$ cat config.mk
export PLATFORM = sky130hd
export DESIGN_NAME = mux4_rr_arbiter
export DESIGN_NICKNAME = d
export VERILOG_FILES = /design/src/rtl/mux4_rr_arbiter.sv
export SDC_FILE = /design/constraint.sdc
export NUM_CORES = 1
export LEC_CHECK = 0
export ABC_CLOCK_PERIOD_IN_PS = 1500
export CAP_MARGIN = 20
export CORE_AREA = 5 5 42 44
export DETAILED_ROUTE_END_ITERATION = 8
export DIE_AREA = 0 0 47 49
export PLACE_DENSITY = 0.69
export SETUP_SLACK_MARGIN = 0.02
export SLEW_MARGIN = 10
export SYNTH_ARGS = -nofsm -noshare
export SYNTH_HDL_FRONTEND = slang
export SYNTH_SLANG_ARGS = --single-unit
$ cat constraint.sdc
create_clock -name clk -period 1.5 [get_ports clk]
set_input_delay 0.3 -clock clk [delete_from_list [all_inputs] [get_ports clk]]
set_output_delay 0.3 -clock clk [all_outputs]
set_load 0.01 [all_outputs]
$ cat src/rtl/mux4_rr_arbiter.sv
// Round-robin arbiter for four requesters sharing one 32-bit datapath; drives one-hot gnt and the 4:1 mux select.
// Optional hold-timeout preemption is enabled by defining ARB_TIMEOUT_EN.
module mux4_rr_arbiter #(
  parameter int unsigned MAX_HOLD = 16,
  parameter int unsigned HOLD_W   = 5
) (
  input  logic       clk,
  input  logic       rst,
  input  logic [3:0] req,
  output logic [3:0] gnt,
  output logic [1:0] sel,
  output logic       busy,
  output logic       preempt
);

  typedef enum logic {
    IDLE,
    GRANT
  } state_t;

  state_t     state, state_nx;
  logic [3:0] gnt_nx;
  logic [1:0] sel_nx;
  logic [1:0] last, last_nx;
  logic       busy_nx;
  logic [1:0] pick;
  logic       pick_vld;

  if (MAX_HOLD < 1 || MAX_HOLD > (64'd1 << HOLD_W)) begin : g_bad_max_hold
    $error("mux4_rr_arbiter: MAX_HOLD outside 1..2**HOLD_W");
  end

`ifdef ARB_TIMEOUT_EN
  localparam logic [HOLD_W-1:0] HOLD_LAST = HOLD_W'(MAX_HOLD - 1);

  logic [HOLD_W-1:0] hold_cnt, hold_cnt_nx;
  logic              preempt_q, preempt_nx;

  assign preempt = preempt_q;
`else
  assign preempt = 1'b0;
`endif

  // Search starts one past the last owner; offset 4 wraps back onto last itself.
  always_comb begin
    pick     = '0;
    pick_vld = 1'b0;
    for (int unsigned k = 1; k <= 4; k++) begin
      if (!pick_vld && req[last + 2'(k)]) begin
        pick     = last + 2'(k);
        pick_vld = 1'b1;
      end
    end
  end

  always_comb begin
    state_nx = state;
    gnt_nx   = gnt;
    sel_nx   = sel;
    last_nx  = last;
`ifdef ARB_TIMEOUT_EN
    hold_cnt_nx = hold_cnt;
    preempt_nx  = 1'b0;
`endif
    case (state)
      IDLE: begin
        gnt_nx = '0;
        if (pick_vld) begin
          gnt_nx   = 4'b0001 << pick;
          sel_nx   = pick;
          last_nx  = pick;
          state_nx = GRANT;
`ifdef ARB_TIMEOUT_EN
          hold_cnt_nx = '0;
`endif
        end
      end
      GRANT: begin
        // A normal release takes precedence over a timeout on the same edge.
        if (!req[sel]) begin
          gnt_nx   = '0;
          state_nx = IDLE;
        end
`ifdef ARB_TIMEOUT_EN
        else if (hold_cnt == HOLD_LAST) begin
          gnt_nx     = '0;
          preempt_nx = 1'b1;
          state_nx   = IDLE;
        end else if (hold_cnt != '1) begin
          hold_cnt_nx = hold_cnt + HOLD_W'(1);
        end
`endif
      end
      default: begin
        gnt_nx   = '0;
        state_nx = IDLE;
      end
    endcase
    busy_nx = |gnt_nx;
  end

  always_ff @(posedge clk) begin
    if (rst) begin
      state <= IDLE;
      gnt   <= '0;
      sel   <= '0;
      busy  <= 1'b0;
      last  <= 2'd3;
`ifdef ARB_TIMEOUT_EN
      hold_cnt  <= '0;
      preempt_q <= 1'b0;
`endif
    end else begin
      state <= state_nx;
      gnt   <= gnt_nx;
      sel   <= sel_nx;
      busy  <= busy_nx;
      last  <= last_nx;
`ifdef ARB_TIMEOUT_EN
      hold_cnt  <= hold_cnt_nx;
      preempt_q <= preempt_nx;
`endif
    end
  end

endmodule

# Yosys cells after proc, flatten, opt, wreduce, memory -nomap -nowiden
# Cells that the tools add are included.
[totals]
register_bits = 10
inputBits = 6
elab_cells = 47
[classes]
add_sub_neg = 3
n_lt_le_gt_ge = 5
shifts = 1
n_mux = 24
bitwise_logic = 1
n_reduce_logical = 8
[op_table]
columns = ["op", "n"]
rows = [
  ["less-than comparator 2 x 3 -> 1 bit, second input constant", 5],
  ["2-to-1 mux 1 bit", 11],
  ["binary-select mux 1 bit (select 2 bit)", 5],
  ["2-to-1 mux 2 bit", 4],
  ["2-to-1 mux 4 bit", 2],
  ["one-hot mux 4 bit (2 select lines)", 1],
  ["adder 2 bit, second input constant", 2],
  ["OR reduction 4 bit", 1],
  ["left shift 1 x 2 -> 4 bit, first input constant", 1],
  ["logical AND 1 bit", 3],
  ["logical NOT 1 bit", 3],
  ["adder 2 x 1 -> 2 bit, second input constant", 1],
  ["one-hot mux 1 bit (2 select lines)", 1],
  ["AND reduction 2 bit", 1],
  ["inverter 1 bit", 1],
]

# Longest topological paths before layout
# Gate-level depths: netlist of the first run.
[depth]
word_depth = 17
mapped_depth = 5

# Worst setup path after synthesis of the first run
# Ideal clock, no wire load.
[synth_timing]
path_kind = "reg2reg"
from = "register last[1]"
to = "register gnt[2]"
setup_ns = 0.088
arrival_time_ns = 1.325
required_time_ns = 1.412
slack_ns = 0.086
stages_incl_launch_ff = 6
path_buffers = 1
synth_period_minus_slack_ns = 1.414
path_cell_list = "dfxtp_1 -> buf_2 -> nand2_1 -> o22ai_1 -> or4_4 -> o32ai_2"
[synth_between]
elab_chain_cells = 16
word_cells_on_any_way = 28
[synth_rtl]
columns = ["element", "line", "text"]
rows = [
  ["from (decl)", "24", "logic [1:0] last, last_nx;"],
  ["from (signal assigned)", "118", "last <= last_nx;"],
  ["adder 2 x 1 -> 2 bit", "49, 50", ""],
  ["binary-select mux 1 bit (select 2 bit)", "49", "if (!pick_vld && req[last + 2'(k)]) begin"],
  ["2-to-1 mux 1 bit (implied by the code)", "49", ""],
  ["2-to-1 mux 1 bit", "49", ""],
  ["logical NOT 1 bit", "49", ""],
  ["logical AND 1 bit", "49", ""],
  ["2-to-1 mux 1 bit", "49", ""],
  ["logical NOT 1 bit", "49", ""],
  ["logical AND 1 bit", "49", ""],
  ["2-to-1 mux 1 bit", "49", ""],
  ["logical NOT 1 bit", "49", ""],
  ["logical AND 1 bit", "49", ""],
  ["2-to-1 mux 2 bit", "49", ""],
  ["left shift 1 x 2 -> 4 bit", "69", "gnt_nx = 4'b0001 << pick;"],
  ["2-to-1 mux 4 bit *", "68", "if (pick_vld) begin"],
  ["one-hot mux 4 bit (2 select lines) *", "65", "case (state)"],
  ["to (signal assigned)", "115", "gnt <= gnt_nx;"],
  ["to (decl)", "10", "output logic [3:0] gnt,"],
]
# Mark *: on every way between the ends. The rest lies on a longest branch, timed or not. The select of a mux whose other input is x is not followed.
# A chain may end at the register's enable or synchronous reset.

# Final worst setup path of the first run
# Ends and elaborated chain as after synthesis.

==> results of run 1 <==
[layout by cell type, fill, tap and decap left out, types with 2 or more instances in the layout]
cell type	n
a211oi_1	3
a21oi_1	5
buf_4	6
clkbuf_2	2
clkbuf_4	3
clkdlybuf4s50_1	2
dfxtp_1	9
dlygate4sd2_1	4
dlymetal6s2s_1	4
inv_1	3
nand2_1	5
nand2b_1	2
nor2_1	3
o22ai_1	2
o2bb2ai_1	2
o32ai_2	2
[sequential cells by signal (all words and copies together), names as in the netlist]
register,count
state,1
busy,1
gnt,4
last,2
sel,2
[final timing paths]
check                            start           endpoint
setup / recovery  last[1]$_SDFFE_PP1P_  gnt[2]$_SDFF_PP0_
hold / removal       gnt[0]$_SDFF_PP0_  gnt[0]$_SDFF_PP0_
setup reg to reg  last[1]$_SDFFE_PP1P_  gnt[2]$_SDFF_PP0_
hold reg to reg      gnt[0]$_SDFF_PP0_  gnt[0]$_SDFF_PP0_
[power by group through the flow]
stage               combinational, mW  clock (mW)  sequential [mW]
floorplan                       0.108           0            0.327
finish                          0.183       0.239            0.323
global placement                0.193           0            0.329
global route                    0.201       0.258            0.328
detailed placement              0.193           0            0.329
CTS                             0.186       0.247            0.323
[critical path, cell delays in order (launching register included)]
cell	delay, ns
dfxtp_2	0.36
nand2_1	0.07
o22ai_1	0.09
or4_4	0.59
o32ai_2	0.26
[routing by layer]
metal  global-route usage (%)  share of wire (%)
met5                        0                  0
met4                     4.15               0.97
met3                     2.58                6.7
met2                     16.3                 44
met1                     15.8                 48
[per-stage QoR]
step                std cells  setup WS, ns
floorplan                  54        0.0864
global placement           85        -0.465
detailed placement         85        -0.468
CTS                        89        0.0181
global route               89     -0.000565
finish                     89        0.0449
[kinds of logic (layout without fill, tap and decap cells)]
group | after synthesis | count (layout)
mux | 2 | 2
flops | 10 | 10
other cells | 1 | 1
buf+inv | 6 | 25
compound gates | 20 | 20
simple gates | 15 | 15
[cell type report]
type	instances	area, um2	share of cell area (%)
multi-input combinational	38	273	38.9
timing repair buffer	18	160	22.8
inverter	3	11.3	1.60
tap	16	20.0	2.85
clock buffer	4	36.3	5.17
sequential	10	201	28.7
[what timing repair did]
action | CTS | global route
resized for setup | 7 | 10
pin swaps | 0 | 1
setup endpoints to repair | 11 | 10
==> flow_metrics.env, run 1 <==
export IMPL_status="finished clean"
export IMPL_synthSimpleGateAreaFrac_pct=16.5
export IMPL_clock_skew_ns=0.000695
export IMPL_async_flop_share_pct=0
export IMPL_finalInstanceArea_um2=702
export IMPL_firstDrtPassIters=4
export IMPL_num_io_pins=14
export IMPL_grt_pass1_vias=467
export IMPL_muxShareOfSynthArea_pct=6.50
export IMPL_synth_xor_area_share_pct=0
export IMPL_start_util_pct=35.7
export IMPL_overflow=0
export IMPL_avgRoutedWirePerCell_um=12.7
export IMPL_synth_main_ff_cell="dfxtp_1"
export IMPL_syn_area_per_cell_um2=9.27
export IMPL_cts_inserted_buffers=3
export IMPL_max_cap_violations=0
export IMPL_dieArea_mm2=0.00230
export IMPL_fmax_mhz=687
export IMPL_power_share_combinational_pct=24.6
export IMPL_vias=465
export IMPL_post_synth_inst_count=54
export IMPL_critical_path_peak_fanout=7
export IMPL_nNetsFinal=80
export IMPL_final_layout_size_suffix_gt1_share_pct=26.0
export IMPL_rows=14
export IMPL_detailedPlacementHpwl_um=879
export IMPL_synth_adder_area_share_pct=0
export IMPL_grt_pass1_wl_um=1950
export IMPL_rsz0062_at_grt="true"
export IMPL_cts_setup_buffers=0
export IMPL_ys_warn_count=0
export IMPL_cts_sinks=10
export IMPL_htreeDepth=1
export IMPL_ant_nets=0
export IMPL_die_x_um=47
export IMPL_rr_worst_depth=4
export IMPL_syn_nets=60
export IMPL_pwr_share_seq_pct=43.3
export IMPL_setup_tns_ns=0
export IMPL_wirelength_um=1130
export IMPL_ir_worst_vdd_uv=467
export IMPL_synth_commonest_cells="10 x dfxtp_1, 5 x a21oi_1, 5 x nand2_1"
export IMPL_hold_path_class="reg -> reg"
export IMPL_yosysUniqueCellTypes=27
export IMPL_leakagePower_nw=0.345
export IMPL_fillers=145
export IMPL_drv_slew=0
export IMPL_fin_crit_sh_pct=97.0
export IMPL_via_per_inst=5.22
export IMPL_start_kind="register"
export IMPL_critPathRequiredTime_ns=1.67
export IMPL_gp_congestion=0.858
export IMPL_core_area_mm2=0.00140
export IMPL_netlist_area_um2=500
export IMPL_p_int_mw=0.538
export IMPL_dpl_cell_area_um2=669
export IMPL_port_buffers=12
export IMPL_yosysMostFrequentCell="dfxtp_1"
export IMPL_clk_pin_slew_ns=0.07
export IMPL_cts_root_buf="clkbuf_4"
export IMPL_synth_top_family_by_area="compound AO/OA/AOI/OAI gates"
export IMPL_yosysSeqAreaShare_pct=40.0
export IMPL_worst_r2r_setup_slack_ns=0.04
export IMPL_crit_type="reg -> reg"
export IMPL_fin_crit_ns=1.46
export IMPL_drt_iter0_drc=8
export IMPL_synth_edff_count=0
export IMPL_groute_usage_overall_pct=11.2
export IMPL_ys_top_cells_by_area="dfxtp_1 40%, o32ai_2 6.5%, a21oi_1 5.0%, a211oi_1 4.5%, mux4_2 4.5%"
export IMPL_cts_tree="built"
export IMPL_clockBufferDepth=2
export IMPL_die_h_um=49
export IMPL_p_total_mw=0.745
export IMPL_area_delta_synth_final_pct=40.2
export IMPL_min_path_cells=1
export IMPL_cp_data_arrival_time_ns=1.63
export IMPL_hold_viol=0
export IMPL_antenna_found_initial=0
export IMPL_yosysTopAreaCellShare_pct=40.0
export IMPL_drc=0
export IMPL_power_density_mw_per_mm2=1060
export IMPL_sw_frac_of_total_pct=27.8
export IMPL_critPathCaptureType="register"
export IMPL_synth_seq_cells=10
export IMPL_synth_compound_area_share_pct=30.8
export IMPL_holdBufCountCts=0
export IMPL_synth_area_leader_cell="dfxtp_1"
export IMPL_power_share_clock_pct=32.1
export IMPL_grt_max_degree=8
export IMPL_clock_latency_ns=0.26
export IMPL_diodes=0
export IMPL_p_switching_mw=0.207
export IMPL_timing_hold_ws_ns=0.484
export IMPL_final_util_pct=50.1
export IMPL_setup_viol=0
No activity file was read; power rests on OpenSTA's default activity.
==> inputs of run 2 (changes only) <==
--- a/config.mk
+++ b/config.mk
@@ -8,6 +8,7 @@
 export ABC_CLOCK_PERIOD_IN_PS = 1500
 export CAP_MARGIN = 20
 export CORE_AREA = 5 5 42 44
+export CTS_CLUSTER_SIZE = 14
 export DETAILED_ROUTE_END_ITERATION = 8
 export DIE_AREA = 0 0 47 49
 export PLACE_DENSITY = 0.69
==> results of run 2 <==
The final DEF is identical to that of run 1; final timing and power are the same.
==> inputs of run 3 (changes only) <==
--- a/config.mk
+++ b/config.mk
@@ -17,3 +17,4 @@
 export SYNTH_ARGS = -nofsm -noshare
 export SYNTH_HDL_FRONTEND = slang
 export SYNTH_SLANG_ARGS = --single-unit
+export TNS_END_PERCENT = 5
==> run 3 against run 2 <==
Effect of this change:
- sequential share of layout area decreased by 0.30 points
- global-route usage unchanged
- power increased by 0.38%
- via count increased by 0.43%
- critical endpoint unchanged
==> flow_metrics.env, run 3 (synthesis gave the netlist of run 1 again) <==
export IMPL_leakagePower_nw=0.370
export IMPL_crit_path_start="last[1]$_SDFFE_PP1P_"
export IMPL_cts_root_buf="clkbuf_4"
export IMPL_nNetsFinal=80
export IMPL_avgRoutedWirePerCell_um=12.7
export IMPL_clock_latency_ns=0.26
export IMPL_port_buffers=12
export IMPL_drt_iter0_drc=8
export IMPL_largest_register="gnt"
export IMPL_reg2reg_from="last[1]$_SDFFE_PP1P_"
export IMPL_critPathRequiredTime_ns=1.67
export IMPL_most_common_layout_cells="9 x dfxtp_1, 6 x dlymetal6s2s_1, 6 x buf_4, 5 x nand2_1, 5 x a21oi_1"
export IMPL_cp_data_arrival_time_ns=1.61
export IMPL_status="finished clean"
export IMPL_rr_worst_depth=4
export IMPL_critical_path_peak_fanout=7
export IMPL_firstDrtPassIters=4
export IMPL_fin_crit_sh_pct=95.8
export IMPL_hold_viol=0
export IMPL_start_kind="register"
export IMPL_start_util_pct=35.7
export IMPL_die_h_um=49
export IMPL_cpMaxStageDelayCell="or4_4"
export IMPL_min_path_cells=2
export IMPL_p_total_mw=0.748
export IMPL_critPathCaptureType="register"
export IMPL_core_area_mm2=0.00140
export IMPL_grt_max_degree=8
export IMPL_via_per_inst=5.25
export IMPL_diodes=0
export IMPL_drv_slew=0
export IMPL_num_io_pins=14
export IMPL_cts_setup_buffers=0
export IMPL_holdBufCountCts=0
export IMPL_final_layout_size_suffix_gt1_share_pct=26.0
export IMPL_reg2reg_to="gnt[2]$_SDFF_PP0_"
export IMPL_htreeDepth=1
export IMPL_rows=14
export IMPL_largest_reg_flops=4
export IMPL_power_share_combinational_pct=24.8
export IMPL_pwr_share_seq_pct=43.2
export IMPL_power_share_clock_pct=32.1
export IMPL_setup_viol=0
export IMPL_hold_path_class="reg -> reg"
export IMPL_critical_path_top_delay_family="simple AND/OR/NAND/NOR gates"
export IMPL_sw_frac_of_total_pct=27.8
export IMPL_clockBufferDepth=2
export IMPL_antenna_found_initial=0
export IMPL_worstHoldStart="gnt[3]$_SDFF_PP0_"
export IMPL_dpl_cell_area_um2=669
export IMPL_ant_nets=0
export IMPL_drc=0
export IMPL_vias=467
export IMPL_grt_pass1_wl_um=1950
export IMPL_groute_usage_overall_pct=11.2
export IMPL_power_density_mw_per_mm2=1050
export IMPL_cts_inserted_buffers=3
export IMPL_cts_tree="built"
export IMPL_min_to="gnt[3]$_SDFF_PP0_"
export IMPL_critPathBufInv=0
export IMPL_fmax_mhz=696
export IMPL_finalInstanceArea_um2=709
export IMPL_clk_pin_slew_ns=0.07
export IMPL_fin_crit_ns=1.44
export IMPL_p_int_mw=0.540
export IMPL_detailedPlacementHpwl_um=879
export IMPL_ir_worst_vdd_uv=480
export IMPL_cpPeakStageDelay_ns=0.56
export IMPL_cts_sinks=10
export IMPL_max_cap_violations=0
export IMPL_rsz0062_at_grt="false"
export IMPL_area_delta_synth_final_pct=41.7
export IMPL_clock_skew_ns=0.000520
export IMPL_wirelength_um=1130
export IMPL_overflow=0
export IMPL_die_x_um=47
export IMPL_crit_type="reg -> reg"
export IMPL_p_switching_mw=0.208
export IMPL_final_common_cell="dfxtp_1"
export IMPL_gp_congestion=0.858
export IMPL_grt_pass1_vias=467
export IMPL_dieArea_mm2=0.00230
export IMPL_worst_r2r_setup_slack_ns=0.06
export IMPL_largestRegisters="gnt x4, last x2, sel x2"
export IMPL_cp_cell_sequence="nand2_1 > o22ai_1 > or4_4 > o32ai_2"
[run 3: cell count changes in the layout (fill, tap and decap cells not counted), sizes merged]
cell	change
dlymetal6s2s	+2
dlygate4sd2	-2
[run 3: cell type report]
cell class                      instances  area, um2
Inverter                                3       11.3
Sequential cell                        10        201
Multi-Input combinational cell         38        273
Tap cell                               16       20.0
Fill cell                             146        692
Timing Repair Buffer                   18        168
Clock buffer                            4       36.3
[run 3: worst max-delay path by stage]
| stage | end | slack (ns) | depth (start not counted) |
|---|---|---|---|
| final | gnt[2]$_SDFF_PP0_ | 0.06 | 4 |
| after global routing | gnt[2]$_SDFF_PP0_ | 0.02 | 4 |
| after CTS | sel[1] | 0.005 | 1 |
| after detailed placement | gnt[2]$_SDFF_PP0_ | -0.47 | 5 |
| after global placement | gnt[3]$_SDFF_PP0_ | -0.46 | 5 |
| after floorplan | gnt[2]$_SDFF_PP0_ | 0.09 | 5 |
[run 3: metal layers]
layer | GRT usage (%) | routed length (um) | vias to the layer above
met3 | 2.58 | 85 | 2
met4 | 4.15 | 10 | 0
met1 | 15.8 | 524 | 210
met5 | 0 | 0 | -
met2 | 16.3 | 512 | 17
li1 | - | - | 238
[run 3: per-stage QoR]
stage | std cells | utilization, % | setup TNS, ns | hold slack (ns) | worst slack (ns)
6_report | 89 | 50.6 | 0 | 0.485 | 0.0632
5_1_grt | 89 | 50.6 | 0 | 0.512 | 0.0201
4_1_cts | 89 | 50.0 | 0 | 0.491 | 0.00482
3_5_place_dp | 85 | 47.8 | -3.34 | 0.478 | -0.468
3_3_place_gp | 85 | 47.8 | -3.19 | 0.482 | -0.465
2_1_floorplan | 54 | - | 0 | 0.502 | 0.0864
[run 3: power groups by stage]
stage | logic (mW) | clock network [mW] | registers, mW
after floorplan | 0.108 | 0 | 0.327
after global placement | 0.193 | 0 | 0.329
after detailed placement | 0.193 | 0 | 0.329
after CTS | 0.190 | 0.247 | 0.323
after global routing | 0.203 | 0.258 | 0.328
final | 0.185 | 0.240 | 0.323
[run 3: tightest hold or removal path: cells and delay by family (launching register included)]
| kind | cells | cell delay (ns) |
|---|---|---|
| flops | 1 | 0.32 |
| compound gates | 1 | 0.06 |
| buf+inv | 1 | 0.06 |
[run 3: timing repair]
item,in CTS,in global routing
endpoints found under the setup margin,11,12
pin swaps,0,0
hold endpoints to repair,0,0
gates resized for setup,4,13
